$ cat src/rtl/text_pixel_renderer_pkg.sv
// Shared constants and helpers for the text pixel renderer: active-area defaults,
// pipeline depth, RGB565 colours and the font ROM address layout.
package text_pixel_pkg;

  localparam int H_ACTIVE_DEFAULT = 1280;
  localparam int V_ACTIVE_DEFAULT = 720;
  localparam int PIPE_DEPTH       = 3;

  localparam logic [15:0] BLACK = 16'h0000;
  localparam logic [15:0] WHITE = 16'hFFFF;

  localparam int ASCII_W     = 7;
  localparam int ROW_W       = 3;
  localparam int FONT_ADDR_W = ASCII_W + ROW_W;

  // Per-pixel flags that travel alongside the font fetch.
  typedef struct packed {
    logic active;
    logic cursor;
    logic textEnable;
    logic inverse;
  } pipe_flags_t;

  function automatic logic [FONT_ADDR_W-1:0] fontAddr(input logic [7:0] ch,
                                                      input logic [ROW_W-1:0] row);
    return {ch[ASCII_W-1:0], row};
  endfunction

endpackage

$ cat src/rtl/text_pixel_renderer_if.sv
// Character ROM bus: registered address out, font row back one cycle later.
interface text_pixel_renderer_if;
  import text_pixel_pkg::*;

  logic [FONT_ADDR_W-1:0] fontRomAddress;
  logic [7:0]             fontRomData;

  modport master (output fontRomAddress, input fontRomData);
  modport slave  (input fontRomAddress, output fontRomData);
endinterface

$ cat src/rtl/text_cursor_blinker.sv
// Cursor blink phase generator: toggles every CURSOR_BLINK_FRAMES frame pulses;
// a period of 0 leaves the phase permanently on.
module text_cursor_blinker #(
  parameter int CURSOR_BLINK_FRAMES = 30
) (
  input  logic clock,
  input  logic reset,
  input  logic newScreen,
  output logic blinkPhase
);

  localparam int CNT_W = (CURSOR_BLINK_FRAMES > 1) ? $clog2(CURSOR_BLINK_FRAMES) : 1;
  localparam logic [CNT_W-1:0] LAST_FRAME =
    CNT_W'((CURSOR_BLINK_FRAMES > 0) ? CURSOR_BLINK_FRAMES - 1 : 0);

  logic [CNT_W-1:0] frameCnt;

  always_ff @(posedge clock) begin
    if (reset) begin
      frameCnt   <= '0;
      blinkPhase <= 1'b1;
    end else if ((CURSOR_BLINK_FRAMES != 0) && newScreen) begin
      if (frameCnt == LAST_FRAME) begin
        frameCnt   <= '0;
        blinkPhase <= ~blinkPhase;
      end else begin
        frameCnt <= frameCnt + 1'b1;
      end
    end
  end

endmodule

$ cat src/rtl/text_pixel_renderer.sv
// Text-mode pixel renderer: font row fetch, bit select, inverse video, blinking
// cursor and frame-synchronous colours, producing RGB565 with a fixed 3-cycle latency.
module text_pixel_renderer
  import text_pixel_pkg::*;
#(
  parameter int          H_ACTIVE            = H_ACTIVE_DEFAULT,
  parameter int          V_ACTIVE            = V_ACTIVE_DEFAULT,
  parameter int          CURSOR_BLINK_FRAMES = 30,
  parameter logic [15:0] RESET_FG            = WHITE,
  parameter logic [15:0] RESET_BG            = BLACK
) (
  input  logic                          clock,
  input  logic                          reset,
  input  logic [10:0]                   pixelIndex,
  input  logic [9:0]                    lineIndex,
  input  logic                          newScreen,
  input  logic                          textEnable,
  input  logic [7:0]                    textRamData,
  input  logic [ROW_W-1:0]              asciiLineIndex,
  input  logic [2:0]                    asciiBitSelector,
  input  logic                          cursorVisible,
  input  logic [15:0]                   foreGroundColor,
  input  logic [15:0]                   backGroundColor,
  text_pixel_renderer_if.master         fontRom,
  output logic [15:0]                   pixelColor,
  output logic                          pixelValid
);

  logic                   active0;
  logic                   blinkPhase;
  logic                   fgSel;
  logic [FONT_ADDR_W-1:0] fontRomAddressReg;
  logic [15:0]            fgReg;
  logic [15:0]            bgReg;
  logic [15:0]            nextColor;
  pipe_flags_t            flags1;
  pipe_flags_t            flags2;

  assign active0 = (int'(pixelIndex) < H_ACTIVE) && (int'(lineIndex) < V_ACTIVE);
  assign fontRom.fontRomAddress = fontRomAddressReg;

  // fontRomData arrives for the pixel now held in flags2; bit 7 is the leftmost column.
  assign fgSel = fontRom.fontRomData[asciiBitSelector] ^ flags2.inverse;

  text_cursor_blinker #(
    .CURSOR_BLINK_FRAMES(CURSOR_BLINK_FRAMES)
  ) u_blinker (
    .clock      (clock),
    .reset      (reset),
    .newScreen  (newScreen),
    .blinkPhase (blinkPhase)
  );

  always_comb begin
    nextColor = BLACK;
    if (!flags2.active) begin
      nextColor = BLACK;
    end else if (!flags2.textEnable) begin
      nextColor = bgReg;
    end else if (flags2.cursor && blinkPhase) begin
      nextColor = flags2.inverse ? bgReg : fgReg;
    end else begin
      nextColor = fgSel ? fgReg : bgReg;
    end
  end

  always_ff @(posedge clock) begin
    if (reset) begin
      fontRomAddressReg <= '0;
      flags1            <= '0;
      flags2            <= '0;
      pixelColor        <= BLACK;
      pixelValid        <= 1'b0;
      fgReg             <= RESET_FG;
      bgReg             <= RESET_BG;
    end else begin
      fontRomAddressReg <= fontAddr(textRamData, asciiLineIndex);
      flags1            <= '{active: active0, cursor: cursorVisible,
                             textEnable: textEnable, inverse: textRamData[7]};
      flags2            <= flags1;
      pixelColor        <= nextColor;
      pixelValid        <= flags2.active;
      // Colours only change at frame start so a frame never tears.
      if (newScreen) begin
        fgReg <= foreGroundColor;
        bgReg <= backGroundColor;
      end
    end
  end

endmodule

$ cat src/flat_wrapper.sv
// flat-port wrapper written by rule: the top's interface ports become plain ports
module text_pixel_renderer_flat import text_pixel_pkg::*;
#(
  parameter int          H_ACTIVE            = H_ACTIVE_DEFAULT,
  parameter int          V_ACTIVE            = V_ACTIVE_DEFAULT,
  parameter int          CURSOR_BLINK_FRAMES = 30,
  parameter logic [15:0] RESET_FG            = WHITE,
  parameter logic [15:0] RESET_BG            = BLACK
)
  (clock, reset, pixelIndex, lineIndex, newScreen, textEnable, textRamData, asciiLineIndex, asciiBitSelector, cursorVisible, foreGroundColor, backGroundColor, pixelColor, pixelValid, fontRom_fontRomAddress, fontRom_fontRomData);
  text_pixel_renderer_if fontRom_i ();
  input  logic clock;
  input  logic reset;
  input  logic [10:0] pixelIndex;
  input  logic [9:0] lineIndex;
  input  logic newScreen;
  input  logic textEnable;
  input  logic [7:0] textRamData;
  input  logic [ROW_W-1:0] asciiLineIndex;
  input  logic [2:0] asciiBitSelector;
  input  logic cursorVisible;
  input  logic [15:0] foreGroundColor;
  input  logic [15:0] backGroundColor;
  output logic [15:0] pixelColor;
  output logic pixelValid;
  output wire logic [$bits(fontRom_i.fontRomAddress)-1:0] fontRom_fontRomAddress;
  input wire logic [$bits(fontRom_i.fontRomData)-1:0] fontRom_fontRomData;
  assign fontRom_fontRomAddress = fontRom_i.fontRomAddress;
  assign fontRom_i.fontRomData = fontRom_fontRomData;
  text_pixel_renderer #(.H_ACTIVE(H_ACTIVE), .V_ACTIVE(V_ACTIVE), .CURSOR_BLINK_FRAMES(CURSOR_BLINK_FRAMES), .RESET_FG(RESET_FG), .RESET_BG(RESET_BG)) u_core (.clock(clock), .reset(reset), .pixelIndex(pixelIndex), .lineIndex(lineIndex), .newScreen(newScreen), .textEnable(textEnable), .textRamData(textRamData), .asciiLineIndex(asciiLineIndex), .asciiBitSelector(asciiBitSelector), .cursorVisible(cursorVisible), .foreGroundColor(foreGroundColor), .backGroundColor(backGroundColor), .fontRom(fontRom_i), .pixelColor(pixelColor), .pixelValid(pixelValid));
endmodule
$ cat config.mk
export PLATFORM = sky130hd
export DESIGN_NAME = text_pixel_renderer_flat
export DESIGN_NICKNAME = d
export VERILOG_FILES = /design/src/rtl/text_pixel_renderer_pkg.sv /design/src/rtl/text_pixel_renderer_if.sv /design/src/rtl/text_cursor_blinker.sv /design/src/rtl/text_pixel_renderer.sv /design/src/flat_wrapper.sv
export SDC_FILE = /design/constraint.sdc
export NUM_CORES = 1
export LEC_CHECK = 0
export BUFFER_PORTS_ARGS = -buffer_cell sky130_fd_sc_hd__buf_2
export CAP_MARGIN = 20
export CORE_MARGIN = 8
export CORE_UTILIZATION = 40
export CTS_CLUSTER_DIAMETER = 200
export DETAILED_ROUTE_END_ITERATION = 7
export HOLD_SLACK_MARGIN = 0.1
export MAX_ROUTING_LAYER = met4
export PLACE_DENSITY_LB_ADDON = 0.1
export SYNTH_ARGS = -nofsm -noshare
export SYNTH_HDL_FRONTEND = slang
export SYNTH_HIERARCHICAL = 1
export SYNTH_SLANG_ARGS = --single-unit
$ cat constraint.sdc
create_clock -name clock -period 3.4 [get_ports clock]
set_clock_uncertainty 0.05 [all_clocks]
set_input_delay 0.68 -clock clock [delete_from_list [all_inputs] [get_ports clock]]
set_output_delay 0.68 -clock clock [all_outputs]
set_load 0.02 [all_outputs]
# After elaboration in Yosys (flattened, before gate mapping)
# Index checks and enable logic that the tools add are counted.
# W data, S select, Z words.
[op_classes]
n_reduce_logical = 4
mux = 7
add_sub_neg = 1
eq_ne = 1
magnitude_cmp = 3
bitwise_logic = 3
[op_table]
columns = ["cell", "n"]
rows = [
  ["$mux W16", 4],
  ["$lt A11 B11 Y1 const B", 1],
  ["$lt A10 B10 Y1 const B", 1],
  ["$add A5 B1 Y5 const B", 1],
  ["$eq A5 B5 Y1 const B", 1],
  ["$mux W5", 1],
  ["$lt A3 B4 Y1 const B", 1],
  ["$bmux W1 S3", 1],
  ["$logic_and A1 B1 Y1", 2],
  ["$not A1 Y1", 2],
  ["$reduce_and A2 Y1", 1],
  ["$reduce_or A2 Y1", 1],
  ["$mux W1", 1],
  ["$xor A1 B1 Y1", 1],
]
[word_totals]
output_inout_bits = 27
wordCells = 34
ff_bits = 73

# Longest topological paths before layout
[depth]
ltp_word = 6
depth_mapped = 7

# Modules after synthesis
# Netlist, hierarchy kept.
[modules_own_cells]
columns = ["module", "cells_per_inst", "area_each_um2", "instances"]
rows = [
  ["text_pixel_renderer", 229, 2526.2, 1],
  ["text_cursor_blinker", 27, 282.8, 1],
]

# Least setup slack after synthesis
# OpenSTA, ideal clock, no wires.
[synth_timing]
path_type = "input port to flip-flop"
start = "input port asciiBitSelector[0]"
end = "register u_core.pixelColor[10]"
path_buffers = 2
setup_slack_ns = 1.164
setup_time_ns = 0.119
path_stages = 7
t_arrival_ns = 2.066
cell_sequence = "buf_6 > mux2i_1 > mux4_2 > a211o_2 > buf_6 > nand3_2 > a21boi_2"
[synth_between]
elab_chain_len = 6
[synth_lines]
columns = ["element", "line_no", "rtl"]
rows = [
  ["start, declared", "flat_wrapper.sv:20", "input logic [2:0] asciiBitSelector;"],
  ["$bmux W1 S3", "text_pixel_renderer.sv:43", "assign fgSel = fontRom.fontRomData[asciiBitSelector] ^ flags2.inverse;"],
  ["$mux W1 (not written as such)", "text_pixel_renderer.sv:43", ""],
  ["$xor A1 B1 Y1", "text_pixel_renderer.sv:43", ""],
  ["$mux W16", "text_pixel_renderer.sv:63", "nextColor = fgSel ? fgReg : bgReg;"],
  ["$mux W16", "text_pixel_renderer.sv:60", "end else if (flags2.cursor && blinkPhase) begin"],
  ["$mux W16", "text_pixel_renderer.sv:58", "end else if (!flags2.textEnable) begin"],
  ["end signal, assigned", "text_pixel_renderer.sv:81", "pixelColor <= nextColor;"],
  ["end, declared", "text_pixel_renderer.sv:25", "output logic [15:0] pixelColor,"],
]
# No other way between the ends. The select of a mux whose other input is x is not followed.
# A chain may end at the register's enable or synchronous reset.

# Final worst setup path
[layout_timing]
start = "input port asciiBitSelector[0]"
end = "register u_core.pixelColor[4]"
# Same word-level chain as after synthesis.

==> flow_metrics.py <==
metrics = {
    "outcome": {
        "run_status": "finished, final reports clean",
    },
    "routing": {
        "wl_mm": 6.67,
        "drt-wirelength-per-cell_microns": 14.9,
        "drtIter0Drc": 137,
        "dr.pass1.iters": 4,
        "vias": 2118,
        "final_antenna_net_count": 0,
        "vias_per_cell": 4.74,
        "drc": 0,
    },
    "grt": {
        "busiest_layer": "met2",
        "antenna_found_initial": 0,
        "grt_max_degree": 53,
        "grt_usage_pct": 14.2,
        "overflow": 0,
        "grt_pass1_vias": 2181,
        "grt_first_pass_wirelength_mm": 10.8,
        "use_met2_pct": 20.1,
        "met3_usage_pct": 3.60,
        "grt.met1_usage_pct": 18.2,
    },
    "setup_path": {
        "crit_arrival_ps": 2550,
        "path_class": "in2reg",
        "crit_fanout": 16,
        "cp-start-kind": "input port",
        "cp_data_required_time_ps": 3630,
        "endpoint_kind": "flip-flop",
    },
    "clock_tree": {
        "tritoncts": "built",
        "clkTransAtPathRegs_ps": 80,
        "cts_setup_buffers": 0,
        "cts_max_level": 3,
        "cts_buffers": 9,
        "cts_resized": 0,
        "clk_path_buf_depth": 2,
        "cts_sinks": 73,
        "worstSkewPairLatency_ps": 340,
        "ctsHoldBuffers": 0,
        "clock-root-buffer": "clkbuf_8",
    },
    "floorplan": {
        "num_rows": 30,
        "pin_count": 107,
        "die_w_microns": 99.8,
        "dieArea_sq_um": 9960,
        "die_h_microns": 99.8,
        "start_util_pct": 41.3,
        "core_area_sq_um": 6790,
    },
    "finish": {
        "num-fill-cells": 655,
        "register_area_sq_um": 1460,
        "drive_gt1_share_pct": 39.9,
        "area_growth_pct": 27.7,
        "diodes": 0,
        "nets": 429,
        "multi_input_area_sq_um": 1250,
    },
    "hold_path": {
        "worstHoldPathType": "reg2reg",
    },
    "timing": {
        "rsz0062_at_grt": "false",
        "setup_violations": 0,
        "period_needed_ps": 2320,
        "final.setup.tns_ps": 0,
        "fin_crit_sh_pct": 68.3,
        "maxClockFrequency_ghz": 0.430,
        "hold_viol": 0,
        "relSlewSlack_pct": 41.9,
        "fin_ws_ps": 1080,
        "slew_violations": 0,
        "max_slew.worst_pin.slew_ps": 872,
    },
    "power_and_ir_drop": {
        "pwr_density_cell_nw_per_um2": 548,
        "ir_drop_mv": 0.234,
        "p_leak_nw": 1.59,
    },
    "placement": {
        "hpwlAfterDp_mm": 4.63,
        "preCtsSetupSlack_ps": 735,
        "port_buffers": 94,
        "place_congestion": 0.750,
    },
    "synth": {
        "synth-main-ff-cell": "dfxtp_1",
        "yosysSeqAreaShare_pct": 52.0,
        "async_reset_ff_share_pct": 0,
        "synth_cell_types": 34,
        "syn_inst": 256,
        "ys_ff_latch": 73,
        "synth_warnings": 6,
        "synth_edf_count": 0,
        "synthesis.area_sq_um": 2810,
        "synth_nets": 338,
        "syn_avg_cell_area_sq_um": 11.0,
    },
    "flow_run": {
        "maxCapViolations": 0,
    },
}
## placed cells by master, fill, tap and decap left out, drive strengths merged, types with 3 or more instances in the layout
cell	netlist	layout
bufinv	0	4
nand4	4	4
xor2	3	3
o21ai	18	18
nand3	16	16
nor2	21	21
clkbuf	11	10
dfxtp	73	73
mux2i	20	20
a21boi	16	16
a211o	17	17
buf	6	97
nor2b	34	34
## stage by stage
stage	std cells	util, %	hold WS [ps]	total power, mW	instance area [sq um]
after global placement	431	48.9	367	1.11	3320
after CTS	446	52.7	398	1.99	3580
after global routing	447	52.8	411	2.05	3590
final	447	52.8	391	1.97	3590
after floorplan	256	-	364	1.04	2810
after detailed placement	431	48.9	379	1.11	3320
## layout make-up
| cell class | count | area share (%) |
|---|---|---|
| Clock buffer | 10 | 3.56 |
| Clock inverter | 5 | 3.59 |
| Inverter | 2 | 0.209 |
| Multi-Input combinational cell | 164 | 34.8 |
| Sequential cell | 73 | 40.7 |
| Tap cell | 96 | 3.35 |
| Timing Repair Buffer | 97 | 13.7 |
## synthesized netlist by cell type, types with 2 or more instances
cell type / instances / area share, %
dfxtp_1: 73 / 52
nor2b_1: 34 / 7.6
nor2_1: 21 / 2.8
mux2i_1: 20 / 7.1
a211o_1: 16 / 5.0
clkbuf_1: 11 / 1.5
a21boi_2: 10 / 4.0
nand3_2: 10 / 3.6
o21ai_1: 10 / 1.8
o21ai_0: 8 / 1.4
a21boi_1: 6 / 1.6
nand3_1: 6 / 1.1
buf_6: 3 / 1.2
nand4_1: 3 / 0.67
xor2_1: 3 / 0.94
ha_1: 2 / 0.89
inv_1: 2 / 0.27
nand2_1: 2 / 0.27
## critical path: stages
cell	delay, ps
buf_2	140
mux2i_1	120
mux4_2	560
a211oi_4	650
o21ai_0	240
a21boi_1	160
## worst paths after layout
kind / startpoint / to / slack [ps] / depth (start not counted)
worst max-delay path: asciiBitSelector[0] / u_core/pixelColor[4] / 1080 / 6
worst min-delay path: u_core/flags1[0] / u_core/flags2[0] / 390 / 1
worst max register to register: u_core/u_blinker/blinkPhase / u_core/pixelColor[4] / 1640 / 4
worst min register to register: u_core/flags1[0] / u_core/flags2[0] / 390 / 1
## where the power goes
part,switching (mW),internal (mW)
Sequential,0.0199,0.895
Clock,0.316,0.559
Combinational,0.0883,0.0874
Total,0.425,1.54
## metal layers
metal,part of all wire (%),wire (microns)
met5,0,0
met4,1.8,123
met3,5.6,376
met2,43,2900
met1,49,3280
## state kept, by name (all words and copies together) (netlist names)
register	cells
u_core/fgReg	16
u_core/pixelColor	16
u_core/flags1	4
u_core/flags2	4
u_core/u_blinker/frameCnt	5
u_core/u_blinker/blinkPhase	1
u_core/bgReg	16
u_core/pixelValid	1
u_core/fontRom.fontRomAddress	10
## cell families (layout without fill, tap and decap cells)
family	Yosys count	count (layout)	share of synthesized area [%]
compound gates	57	57	16.9
xor+xnor	4	4	1.25
fa+ha+maj	2	2	0.891
buf+inv	19	114	3.52
flops	73	73	52.0
mux	21	21	7.93
simple gates	80	80	17.5
No activity file was read; power rests on OpenSTA's default activity.
